**src/rtl/btb_predictor_pkg.sv**
```systemverilog
// Shared types and helpers for the direct-mapped branch target buffer.
package btb_predictor_pkg;

  localparam logic [31:0] INSN_BYTES = 32'd4;

  typedef enum logic [1:0] {
    UPD_NONE  = 2'd0,
    UPD_INC   = 2'd1,
    UPD_DEC   = 2'd2,
    UPD_ALLOC = 2'd3
  } upd_action_t;

  // Invalidation wins over a resolving branch; a not-taken miss leaves the table alone.
  function automatic upd_action_t decode_update(input logic valid, input logic inval,
                                                input logic hit, input logic taken);
    upd_action_t act;
    if (inval || !valid) begin
      act = UPD_NONE;
    end else if (hit) begin
      if (taken) begin
        act = UPD_INC;
      end else begin
        act = UPD_DEC;
      end
    end else if (taken) begin
      act = UPD_ALLOC;
    end else begin
      act = UPD_NONE;
    end
    return act;
  endfunction

endpackage

```
**src/rtl/btb_predictor_sat_counter.sv**
```systemverilog
// Next-value logic for a saturating up/down direction counter.
module btb_predictor_sat_counter #(
  parameter int WIDTH = 2
) (
  input  logic [WIDTH-1:0] count,
  input  logic             inc,
  input  logic             dec,
  output logic [WIDTH-1:0] next_count
);

  localparam logic [WIDTH-1:0] MAX_C  = {WIDTH{1'b1}};
  localparam logic [WIDTH-1:0] ZERO_C = {WIDTH{1'b0}};
  localparam logic [WIDTH-1:0] ONE_C  = WIDTH'(1'b1);

  // Step toward the requested direction, holding at either rail.
  always_comb begin
    next_count = count;
    if (inc && !dec) begin
      if (count != MAX_C) begin
        next_count = count + ONE_C;
      end else begin
        next_count = count;
      end
    end else if (dec && !inc) begin
      if (count != ZERO_C) begin
        next_count = count - ONE_C;
      end else begin
        next_count = count;
      end
    end else begin
      next_count = count;
    end
  end

endmodule

```
**src/rtl/btb_predictor.sv**
```systemverilog
// Direct-mapped branch target buffer with saturating direction counters and
// wrap-around resolve/mispredict statistics.
module btb_predictor
  import btb_predictor_pkg::*;
#(
  parameter int ENTRIES      = 16,
  parameter int COUNTER_BITS = 2,
  parameter int PRED_MODE    = 1,
  parameter int STAT_WIDTH   = 16
) (
  input  logic                  CLK,
  input  logic                  nRST,
  input  logic [31:0]           lookup_pc,
  output logic                  btb_hit,
  output logic                  pred_taken,
  output logic [31:0]           pred_target,
  output logic [31:0]           next_fetch_pc,
  input  logic                  update_valid,
  input  logic [31:0]           update_pc,
  input  logic                  update_taken,
  input  logic [31:0]           update_target,
  input  logic                  update_mispredict,
  input  logic                  invalidate_all,
  output logic [STAT_WIDTH-1:0] stat_lookups,
  output logic [STAT_WIDTH-1:0] stat_mispredicts
);

  localparam int IDX   = $clog2(ENTRIES);
  localparam int TAG_W = 32 - IDX - 2;
  localparam bit DYN_MODE_C = (PRED_MODE == 32'sd1);

  localparam logic [COUNTER_BITS-1:0] WEAK_TAKEN_C = COUNTER_BITS'(1'b1) << (COUNTER_BITS - 1);
  localparam logic [STAT_WIDTH-1:0]   STAT_ONE_C   = STAT_WIDTH'(1'b1);
  localparam logic [STAT_WIDTH-1:0]   STAT_ZERO_C  = {STAT_WIDTH{1'b0}};

  typedef struct packed {
    logic                    valid;
    logic [TAG_W-1:0]        tag;
    logic [31:0]             target;
    logic [COUNTER_BITS-1:0] counter;
  } btb_entry_t;

  localparam btb_entry_t ENTRY_RESET_C = '{
    valid:   1'b0,
    tag:     {TAG_W{1'b0}},
    target:  32'd0,
    counter: {COUNTER_BITS{1'b0}}
  };

  btb_entry_t              table_r [ENTRIES];
  logic [IDX-1:0]          lk_idx_s;
  logic [TAG_W-1:0]        lk_tag_s;
  logic [IDX-1:0]          up_idx_s;
  logic [TAG_W-1:0]        up_tag_s;
  logic                    up_hit_s;
  upd_action_t             up_act_s;
  logic [COUNTER_BITS-1:0] cnt_next_s;
  logic                    unused_pc_bits_s;

  assign lk_idx_s = lookup_pc[IDX+1:2];
  assign lk_tag_s = lookup_pc[31:IDX+2];
  assign up_idx_s = update_pc[IDX+1:2];
  assign up_tag_s = update_pc[31:IDX+2];
  assign unused_pc_bits_s = ^{lookup_pc[1:0], update_pc[1:0]};

  assign up_hit_s = table_r[up_idx_s].valid && (table_r[up_idx_s].tag == up_tag_s);
  assign up_act_s = decode_update(update_valid, invalidate_all, up_hit_s, update_taken);

  btb_predictor_sat_counter #(
    .WIDTH(COUNTER_BITS)
  ) u_sat_counter (
    .count      (table_r[up_idx_s].counter),
    .inc        (up_act_s == UPD_INC),
    .dec        (up_act_s == UPD_DEC),
    .next_count (cnt_next_s)
  );

  // Zero-latency fetch-side lookup; reads the table as it stood before this cycle's update.
  always_comb begin
    btb_hit       = 1'b0;
    pred_taken    = 1'b0;
    pred_target   = 32'd0;
    next_fetch_pc = lookup_pc + INSN_BYTES;
    if (table_r[lk_idx_s].valid && (table_r[lk_idx_s].tag == lk_tag_s)) begin
      btb_hit     = 1'b1;
      pred_target = table_r[lk_idx_s].target;
      if (DYN_MODE_C && table_r[lk_idx_s].counter[COUNTER_BITS-1]) begin
        pred_taken    = 1'b1;
        next_fetch_pc = table_r[lk_idx_s].target;
      end else begin
        pred_taken    = 1'b0;
        next_fetch_pc = lookup_pc + INSN_BYTES;
      end
    end else begin
      btb_hit       = 1'b0;
      pred_target   = 32'd0;
    end
  end

  // Table write port: bulk invalidate, counter training, target refresh, allocation.
  always_ff @(posedge CLK or negedge nRST) begin
    if (!nRST) begin
      for (int i = 0; i < ENTRIES; i++) begin
        table_r[i] <= ENTRY_RESET_C;
      end
    end else if (invalidate_all) begin
      for (int i = 0; i < ENTRIES; i++) begin
        table_r[i].valid <= 1'b0;
      end
    end else begin
      case (up_act_s)
        UPD_INC: begin
          table_r[up_idx_s].counter <= cnt_next_s;
          table_r[up_idx_s].target  <= update_target;
        end
        UPD_DEC: begin
          table_r[up_idx_s].counter <= cnt_next_s;
        end
        UPD_ALLOC: begin
          table_r[up_idx_s] <= '{
            valid:   1'b1,
            tag:     up_tag_s,
            target:  update_target,
            counter: WEAK_TAKEN_C
          };
        end
        UPD_NONE: begin
          table_r[up_idx_s] <= table_r[up_idx_s];
        end
        default: begin
          table_r[up_idx_s] <= table_r[up_idx_s];
        end
      endcase
    end
  end

  // Statistics count every resolved branch, even one dropped by a same-cycle invalidate.
  always_ff @(posedge CLK or negedge nRST) begin
    if (!nRST) begin
      stat_lookups     <= STAT_ZERO_C;
      stat_mispredicts <= STAT_ZERO_C;
    end else begin
      if (update_valid) begin
        stat_lookups <= stat_lookups + STAT_ONE_C;
      end else begin
        stat_lookups <= stat_lookups;
      end
      if (update_valid && update_mispredict) begin
        stat_mispredicts <= stat_mispredicts + STAT_ONE_C;
      end else begin
        stat_mispredicts <= stat_mispredicts;
      end
    end
  end

endmodule

```
**config.mk**
```make
export PLATFORM = sky130hd
export DESIGN_NAME = btb_predictor
export DESIGN_NICKNAME = d
export VERILOG_FILES = /design/src/rtl/btb_predictor_pkg.sv /design/src/rtl/btb_predictor_sat_counter.sv /design/src/rtl/btb_predictor.sv
export SDC_FILE = /design/constraint.sdc
export NUM_CORES = 2
export LEC_CHECK = 0
export ABC_CLOCK_PERIOD_IN_PS = 13500
export CAP_MARGIN = 20
export CORE_MARGIN = 2
export CORE_UTILIZATION = 60
export CTS_BUF_LIST = sky130_fd_sc_hd__clkbuf_4
export CTS_CLUSTER_DIAMETER = 30
export DETAILED_ROUTE_END_ITERATION = 7
export PLACE_DENSITY = 0.78
export SYNTH_ARGS = -nofsm -noshare
export SYNTH_HDL_FRONTEND = slang
export SYNTH_HIERARCHICAL = 1
export SYNTH_SLANG_ARGS = --single-unit
```
**constraint.sdc**
```tcl
create_clock -name CLK -period 13.5 [get_ports CLK]
set_input_delay 2.7 -clock CLK [delete_from_list [all_inputs] [get_ports CLK]]
set_output_delay 2.7 -clock CLK [all_outputs]
set_load 0.02 [all_outputs]
```
==> impl_results.html, run 1 <==
<table>
<tr><th>Metric</th><th>Value</th></tr>
<tr><th colspan="2">Clock network</th></tr>
<tr><td>CTS Sinks</td><td>1008</td></tr>
<tr><td>TritonCTS buffer count</td><td>305</td></tr>
<tr><td>Hold-fix buffers, CTS</td><td>0</td></tr>
<tr><td>Number of buffers on the longest clock path</td><td>4</td></tr>
<tr><td>Number of buffers inserted to repair setup after CTS</td><td>0</td></tr>
<tr><td>Clk root buf</td><td>sky130_fd_sc_hd__clkbuf_4</td></tr>
<tr><td># H-tree levels</td><td>5</td></tr>
<tr><td>Post-CTS Resized</td><td>0</td></tr>
<tr><th colspan="2">Floorplan</th></tr>
<tr><td>Cell Rows</td><td>116</td></tr>
<tr><td>Width of the die</td><td>322 um</td></tr>
<tr><td>Die Y-Extent</td><td>322 um</td></tr>
<tr><td>Starting utilization of the core area</td><td>60.6%</td></tr>
<tr><td>Top-level port count</td><td>200</td></tr>
<tr><th colspan="2">Synth</th></tr>
<tr><td>Leading cell types by total area after synthesis</td><td>sky130_fd_sc_hd__dfrtp_1, sky130_fd_sc_hd__mux4_2, sky130_fd_sc_hd__mux2_2</td></tr>
<tr><td>Number of distinct library cells after synthesis</td><td>83</td></tr>
<tr><td>Register area share after synthesis</td><td>41.5%</td></tr>
<tr><td>Leading cell type by number of instances after synthesis</td><td>sky130_fd_sc_hd__dfrtp_1</td></tr>
<tr><td>Summed instance area of the synthesized netlist</td><td>60700 um2</td></tr>
<tr><td>Fraction of post-synthesis cell area in the top cell type by area</td><td>41.5%</td></tr>
<tr><td>Library cell with the largest summed area after synthesis</td><td>sky130_fd_sc_hd__dfrtp_1</td></tr>
<tr><td>Total of flip-flops plus latches after synthesis</td><td>1008</td></tr>
<tr><td>Post-synthesis average cell area</td><td>10.5 um2</td></tr>
<tr><td>Number of instances in the synthesized netlist</td><td>5762</td></tr>
<tr><td>List of most frequent post-synthesis cells</td><td>sky130_fd_sc_hd__dfrtp_1, sky130_fd_sc_hd__a31oi_1, sky130_fd_sc_hd__mux2_2, sky130_fd_sc_hd__clkbuf_1, sky130_fd_sc_hd__nand2_1</td></tr>
<tr><td>Warnings from Yosys</td><td>6</td></tr>
<tr><td>Number of enable-type register cells in the synthesized netlist</td><td>0</td></tr>
<tr><td>Share of synthesized registers carrying an async set or reset</td><td>100%</td></tr>
<tr><td>Top_reg_cell synth</td><td>sky130_fd_sc_hd__dfrtp_1</td></tr>
<tr><td>Total nets after synthesis</td><td>5867</td></tr>
<tr><th colspan="2">Run status</th></tr>
<tr><td>Error message</td><td>[ERROR GRT-0116] Global routing finished with congestion. Check the congestion regions in the DRC Viewer.</td></tr>
<tr><td>Run status</td><td>did not finish</td></tr>
<tr><td>Last flow stage reached</td><td>global routing (5_1_grt)</td></tr>
<tr><th colspan="2">GRT</th></tr>
<tr><td>Wire length of the first global-routing pass</td><td>352 mm</td></tr>
<tr><td>Pin count of the biggest net entering global routing</td><td>218</td></tr>
<tr><td>Aggregate global-route resource usage</td><td>45.8%</td></tr>
<tr><td>Number of global-route vias before repair</td><td>54700</td></tr>
<tr><td>GRT overflow</td><td>1</td></tr>
<tr><th colspan="2">Place</th></tr>
<tr><td>Post-detailed-placement half-perimeter wirelength</td><td>133 mm</td></tr>
<tr><td>Port Buffers</td><td>197</td></tr>
<tr><td>Placer's final routability congestion estimate</td><td>1.06</td></tr>
</table>
## routing by layer
metal | GRT overflow | GRT usage [%]
met1 | 0 | 54.8
met2 | 0 | 60.6
met3 | 0 | 26.8
met4 | 1 | 32.7
met5 | 0 | 4.21
## stage by stage
step	util, %	instances	worst slack, ns	cell area, um2
after floorplan	-	5762	4.80	60700
after global placement	62.9	6710	2.55	63000
after detailed placement	62.9	6710	2.49	63000
after CTS	66.4	7185	2.46	66500
## kinds of logic after synthesis
group / count (synthesis) / share of synthesized area, %
AO/OA/AOI/OAI: 1661 / 16.3
AND/OR/NAND/NOR: 1161 / 8.75
multiplexers: 1096 / 26.6
flip-flops: 1008 / 41.5
buffers and inverters: 722 / 5.13
XOR/XNOR: 111 / 1.60
adder cells (fa/ha/maj): 3 / 0.0618
==> run 2: changes to the inputs <==
- CORE_UTILIZATION: 60 -> 40
- CTS_BUF_LIST: sky130_fd_sc_hd__clkbuf_4 -> not set
- CTS_CLUSTER_DIAMETER: 30 -> not set
- PLACE_DENSITY: 0.78 -> not set
- PLACE_DENSITY_LB_ADDON: not set -> 0.15
==> impl_results.html, run 2 <==
<table>
<tr><th>Metric</th><th>Value</th></tr>
<tr><th colspan="2">Setup path</th></tr>
<tr><td>Worst path top cell family by delay</td><td>buffers and inverters</td></tr>
<tr><td>Required time of the worst setup path</td><td>10.80 ns</td></tr>
<tr><td>Critical path startpoint category</td><td>primary input</td></tr>
<tr><td>Cell with the biggest individual delay on the critical path</td><td>sky130_fd_sc_hd__and2_2</td></tr>
<tr><td>Endpoint arrival time on the critical path</td><td>8.48 ns</td></tr>
<tr><td>Max stage delay on crit path</td><td>0.86 ns</td></tr>
<tr><td>CP Class</td><td>in -&gt; out</td></tr>
<tr><td>Maximum fanout along the worst path</td><td>55</td></tr>
<tr><td>Critical path cell sequence</td><td>buf_8 -&gt; buf_4 -&gt; mux4_2 -&gt; mux2i_1 -&gt; mux2i_1 -&gt; xnor2_1 -&gt; nand4_1 -&gt; or4_4 -&gt; nor4_4 -&gt; buf_4 -&gt; and2_2 -&gt; mux2_2 -&gt; clkdlybuf4s50_1</td></tr>
<tr><td>Critical Path Sink Type</td><td>output port</td></tr>
<tr><td>Crit path buf inv count</td><td>4</td></tr>
<tr><th colspan="2">Run status</th></tr>
<tr><td>Run status</td><td>complete, no violations</td></tr>
<tr><th colspan="2">Detailed routing</th></tr>
<tr><td>Number of vias after detailed routing</td><td>53700</td></tr>
<tr><td>DR iter-0 viols</td><td>7467</td></tr>
<tr><td>Routed length per placed instance</td><td>35.0 um</td></tr>
<tr><td>DRT Pass-1 Iters</td><td>8</td></tr>
<tr><td>Aggregate routed wire length</td><td>270 mm</td></tr>
<tr><td>Number of design rule violations left after detail routing</td><td>0</td></tr>
<tr><td>Antenna-violating nets left</td><td>0</td></tr>
<tr><td>Vias/cell</td><td>6.98</td></tr>
<tr><th colspan="2">Synth</th></tr>
<tr><td>Post-synthesis average cell area</td><td>10.5 um2 (unchanged)</td></tr>
<tr><td>Leading cell type by number of instances after synthesis</td><td>sky130_fd_sc_hd__dfrtp_1</td></tr>
<tr><td>Number of distinct library cells after synthesis</td><td>83 (unchanged)</td></tr>
<tr><td>Number of instances in the synthesized netlist</td><td>5762 (unchanged)</td></tr>
<tr><td>Share of synthesized registers carrying an async set or reset</td><td>100% (unchanged)</td></tr>
<tr><td>Summed instance area of the synthesized netlist</td><td>60700 um2 (unchanged)</td></tr>
<tr><td>Top_reg_cell synth</td><td>sky130_fd_sc_hd__dfrtp_1</td></tr>
<tr><td>Fraction of post-synthesis cell area in the top cell type by area</td><td>41.5% (unchanged)</td></tr>
<tr><td>Warnings from Yosys</td><td>6 (unchanged)</td></tr>
<tr><td>Total of flip-flops plus latches after synthesis</td><td>1008 (unchanged)</td></tr>
<tr><td>Number of enable-type register cells in the synthesized netlist</td><td>0 (unchanged)</td></tr>
<tr><td>Library cell with the largest summed area after synthesis</td><td>sky130_fd_sc_hd__dfrtp_1</td></tr>
<tr><td>Total nets after synthesis</td><td>5867 (unchanged)</td></tr>
<tr><td>List of most frequent post-synthesis cells</td><td>sky130_fd_sc_hd__dfrtp_1, sky130_fd_sc_hd__a31oi_1, sky130_fd_sc_hd__mux2_2, sky130_fd_sc_hd__clkbuf_1, sky130_fd_sc_hd__nand2_1</td></tr>
<tr><td>Register area share after synthesis</td><td>41.5% (unchanged)</td></tr>
<tr><td>Leading cell types by total area after synthesis</td><td>sky130_fd_sc_hd__dfrtp_1, sky130_fd_sc_hd__mux4_2, sky130_fd_sc_hd__mux2_2</td></tr>
<tr><th colspan="2">Floorplan</th></tr>
<tr><td>Starting utilization of the core area</td><td>40.4% (-20 points)</td></tr>
<tr><td>Width of the die</td><td>394 um (+22%)</td></tr>
<tr><td>Die Y-Extent</td><td>394 um (+22%)</td></tr>
<tr><td>Floorplan core area</td><td>150000 um2</td></tr>
<tr><td>Die footprint</td><td>155000 um2</td></tr>
<tr><td>Top-level port count</td><td>200 (unchanged)</td></tr>
<tr><td>Cell Rows</td><td>142 (+22%)</td></tr>
<tr><th colspan="2">STA</th></tr>
<tr><td>RSZ-0062 raised after global routing</td><td>false</td></tr>
<tr><td>Max Fclk</td><td>89.5 MHz</td></tr>
<tr><td>Max-slew headroom</td><td>6.98%</td></tr>
<tr><td>Share of the clock period used by the worst path</td><td>82.8%</td></tr>
<tr><td>Final Critical Period</td><td>11.18 ns</td></tr>
<tr><td>Total negative setup slack</td><td>0 ns</td></tr>
<tr><td>Worst Max-Slew Pin Slew</td><td>1.40 ns</td></tr>
<tr><td>Total count of max-transition violations in the final report</td><td>0</td></tr>
<tr><td>Number of hold violations in the final report</td><td>0</td></tr>
<tr><td>Setup Viol. Count Final</td><td>0</td></tr>
<tr><td>Final clock skew</td><td>0.0397 ns</td></tr>
<tr><th colspan="2">Clock network</th></tr>
<tr><td>Clock tree from TritonCTS</td><td>built</td></tr>
<tr><td>Clock transition at path regs</td><td>0.06 ns</td></tr>
<tr><td>Number of buffers inserted to repair setup after CTS</td><td>0 (unchanged)</td></tr>
<tr><td>Clk root buf</td><td>sky130_fd_sc_hd__clkbuf_16</td></tr>
<tr><td># H-tree levels</td><td>3 (-2)</td></tr>
<tr><td>Post-CTS Resized</td><td>0 (unchanged)</td></tr>
<tr><td>TritonCTS buffer count</td><td>114 (-63%)</td></tr>
<tr><td>Hold-fix buffers, CTS</td><td>0 (unchanged)</td></tr>
<tr><td>CTS Sinks</td><td>1008 (unchanged)</td></tr>
<tr><td>Number of buffers on the longest clock path</td><td>3 (-1)</td></tr>
<tr><td>Clock latency of the later-clocked register in the worst-skew pair</td><td>0.77 ns</td></tr>
<tr><th colspan="2">GRT</th></tr>
<tr><td>GRT overflow</td><td>0</td></tr>
<tr><td>Antenna violations before repair</td><td>27</td></tr>
<tr><td>Wire length of the first global-routing pass</td><td>386 mm</td></tr>
<tr><td>Number of global-route vias before repair</td><td>51700</td></tr>
<tr><td>Aggregate global-route resource usage</td><td>33.9%</td></tr>
<tr><td>Pin count of the biggest net entering global routing</td><td>185</td></tr>
<tr><th colspan="2">Place</th></tr>
<tr><td>Post-detailed-placement half-perimeter wirelength</td><td>150 mm (+12%)</td></tr>
<tr><td>Placer's final routability congestion estimate</td><td>0.968 (-8.6%)</td></tr>
<tr><td>Port Buffers</td><td>197 (unchanged)</td></tr>
<tr><th colspan="2">Job</th></tr>
<tr><td>Maxcap violations</td><td>0</td></tr>
<tr><th colspan="2">Finish</th></tr>
<tr><td>Area added between synthesis and finish</td><td>12.2%</td></tr>
<tr><td>Fill cell instance count of the final layout</td><td>14200</td></tr>
<tr><td>Largest registers</td><td>table_r (976), stat_lookups (16), stat_mispredicts (16)</td></tr>
<tr><td>Share of final-layout standard cells stronger than drive strength 1</td><td>25.1%</td></tr>
<tr><td>Register cell area after layout</td><td>25200 um2</td></tr>
<tr><td>Top register by number of flip-flops</td><td>table_r</td></tr>
<tr><td>Multi-input gate area</td><td>32900 um2</td></tr>
<tr><td>Commonest non-fill, non-tap cells in the layout</td><td>sky130_fd_sc_hd__dfrtp_1, sky130_fd_sc_hd__a31oi_1, sky130_fd_sc_hd__mux2_2</td></tr>
<tr><td>Final cell utilization of the core</td><td>45.3%</td></tr>
<tr><td>Nets</td><td>5664</td></tr>
<tr><td>Most common cell after layout, fill and taps aside</td><td>sky130_fd_sc_hd__dfrtp_1</td></tr>
<tr><td>Max reg flops</td><td>976</td></tr>
<tr><th colspan="2">Hold path</th></tr>
<tr><td>Hold crit path type</td><td>reg -&gt; reg</td></tr>
<tr><th colspan="2">Power</th></tr>
<tr><td>Worst voltage drop across the vdd grid</td><td>0.132 mV</td></tr>
<tr><td>Leakage component of the power</td><td>0.0288 uW</td></tr>
<tr><td>Total power density per cell area</td><td>136 nW/um2</td></tr>
</table>
## run 2: cell type report
type / count / share of cell area (%)
Clock inverter: 49 / 0.756
Multi-Input combinational cell: 4032 / 48.2
Inverter: 19 / 0.105
Sequential cell: 1008 / 37.0
Tap cell: 2016 / 3.70
Clock buffer: 166 / 4.87
Antenna cell: 22 / 0.0808
Timing Repair Buffer: 384 / 5.25
## run 2: cell families after synthesis
group	Yosys count	share of synthesized area, %
compound gates	1661	16.3
mux	1096	26.6
simple gates	1161	8.75
fa+ha+maj	3	0.0618
flops	1008	41.5
buf+inv	722	5.13
xor+xnor	111	1.60
## run 2: per-layer routing
| layer | part of all wire (%) | track usage (%) | vias up |
|---|---|---|---|
| met1 | 38 | 43.9 | 27300 |
| met3 | 13 | 12.2 | 1040 |
| li1 | - | - | 21500 |
| met2 | 42 | 48.7 | 3828 |
| met5 | 0.066 | 0.0308 | - |
| met4 | 6.7 | 19.6 | 28 |
## run 2: power breakdown
group,switching [uW],leakage [uW],internal [uW]
clock,1420,0.00190,1790
sequential,375,0.0133,3510
combinational,1170,0.0136,972
total,2970,0.0288,6280
## run 2: final timing paths
| kind | start | slack [ns] | cells after the start | end |
|---|---|---|---|---|
| worst max-delay path | lookup_pc[2] | 2.32 | 13 | next_fetch_pc[3] |
| worst min-delay path | stat_mispredicts[15]$_DFFE_PN0P_ | 0.47 | 1 | stat_mispredicts[15]$_DFFE_PN0P_ |
| worst max register to register | table_r[529]$_DFFE_PN0P_ | 8.15 | 12 | table_r[0]$_DFFE_PN0N_ |
| worst min register to register | stat_mispredicts[15]$_DFFE_PN0P_ | 0.47 | 1 | stat_mispredicts[15]$_DFFE_PN0P_ |
| max in group asynchronous | nRST | 8.83 | 4 | table_r[612]$_DFFE_PN0N_ |
| min in group asynchronous | nRST | 1.95 | 1 | stat_lookups[14]$_DFFE_PN0P_ |
## run 2: worst register-to-register path: stages (launching register included)
cell,delay (ns)
sky130_fd_sc_hd__dfrtp_1,0.43
sky130_fd_sc_hd__mux4_2,0.46
sky130_fd_sc_hd__mux2i_1,0.13
sky130_fd_sc_hd__mux2_2,0.51
sky130_fd_sc_hd__xor2_1,0.66
sky130_fd_sc_hd__nand4bb_1,0.28
sky130_fd_sc_hd__or4_1,0.68
sky130_fd_sc_hd__nor4_1,1.01
sky130_fd_sc_hd__nor3_2,0.15
sky130_fd_sc_hd__a21oi_2,0.30
sky130_fd_sc_hd__inv_1,0.16
sky130_fd_sc_hd__nor2_1,0.31
sky130_fd_sc_hd__a22o_1,0.21
## run 2: stage by stage
step                      hold WS, ns  cells  power (uW)  setup slack, ns  instance area, um2
after floorplan                 0.444   5762        5230             4.80               60700
after detailed placement        0.457   7455        6010             2.38               64200
final                           0.467   7696        9250             2.32               68100
after CTS                       0.469   7670        9210             2.37               68000
after global routing            0.483   7677        9580             2.14               68100
after global placement          0.456   7453        5950             2.38               64100
No activity file was read; power rests on OpenSTA's default activity.
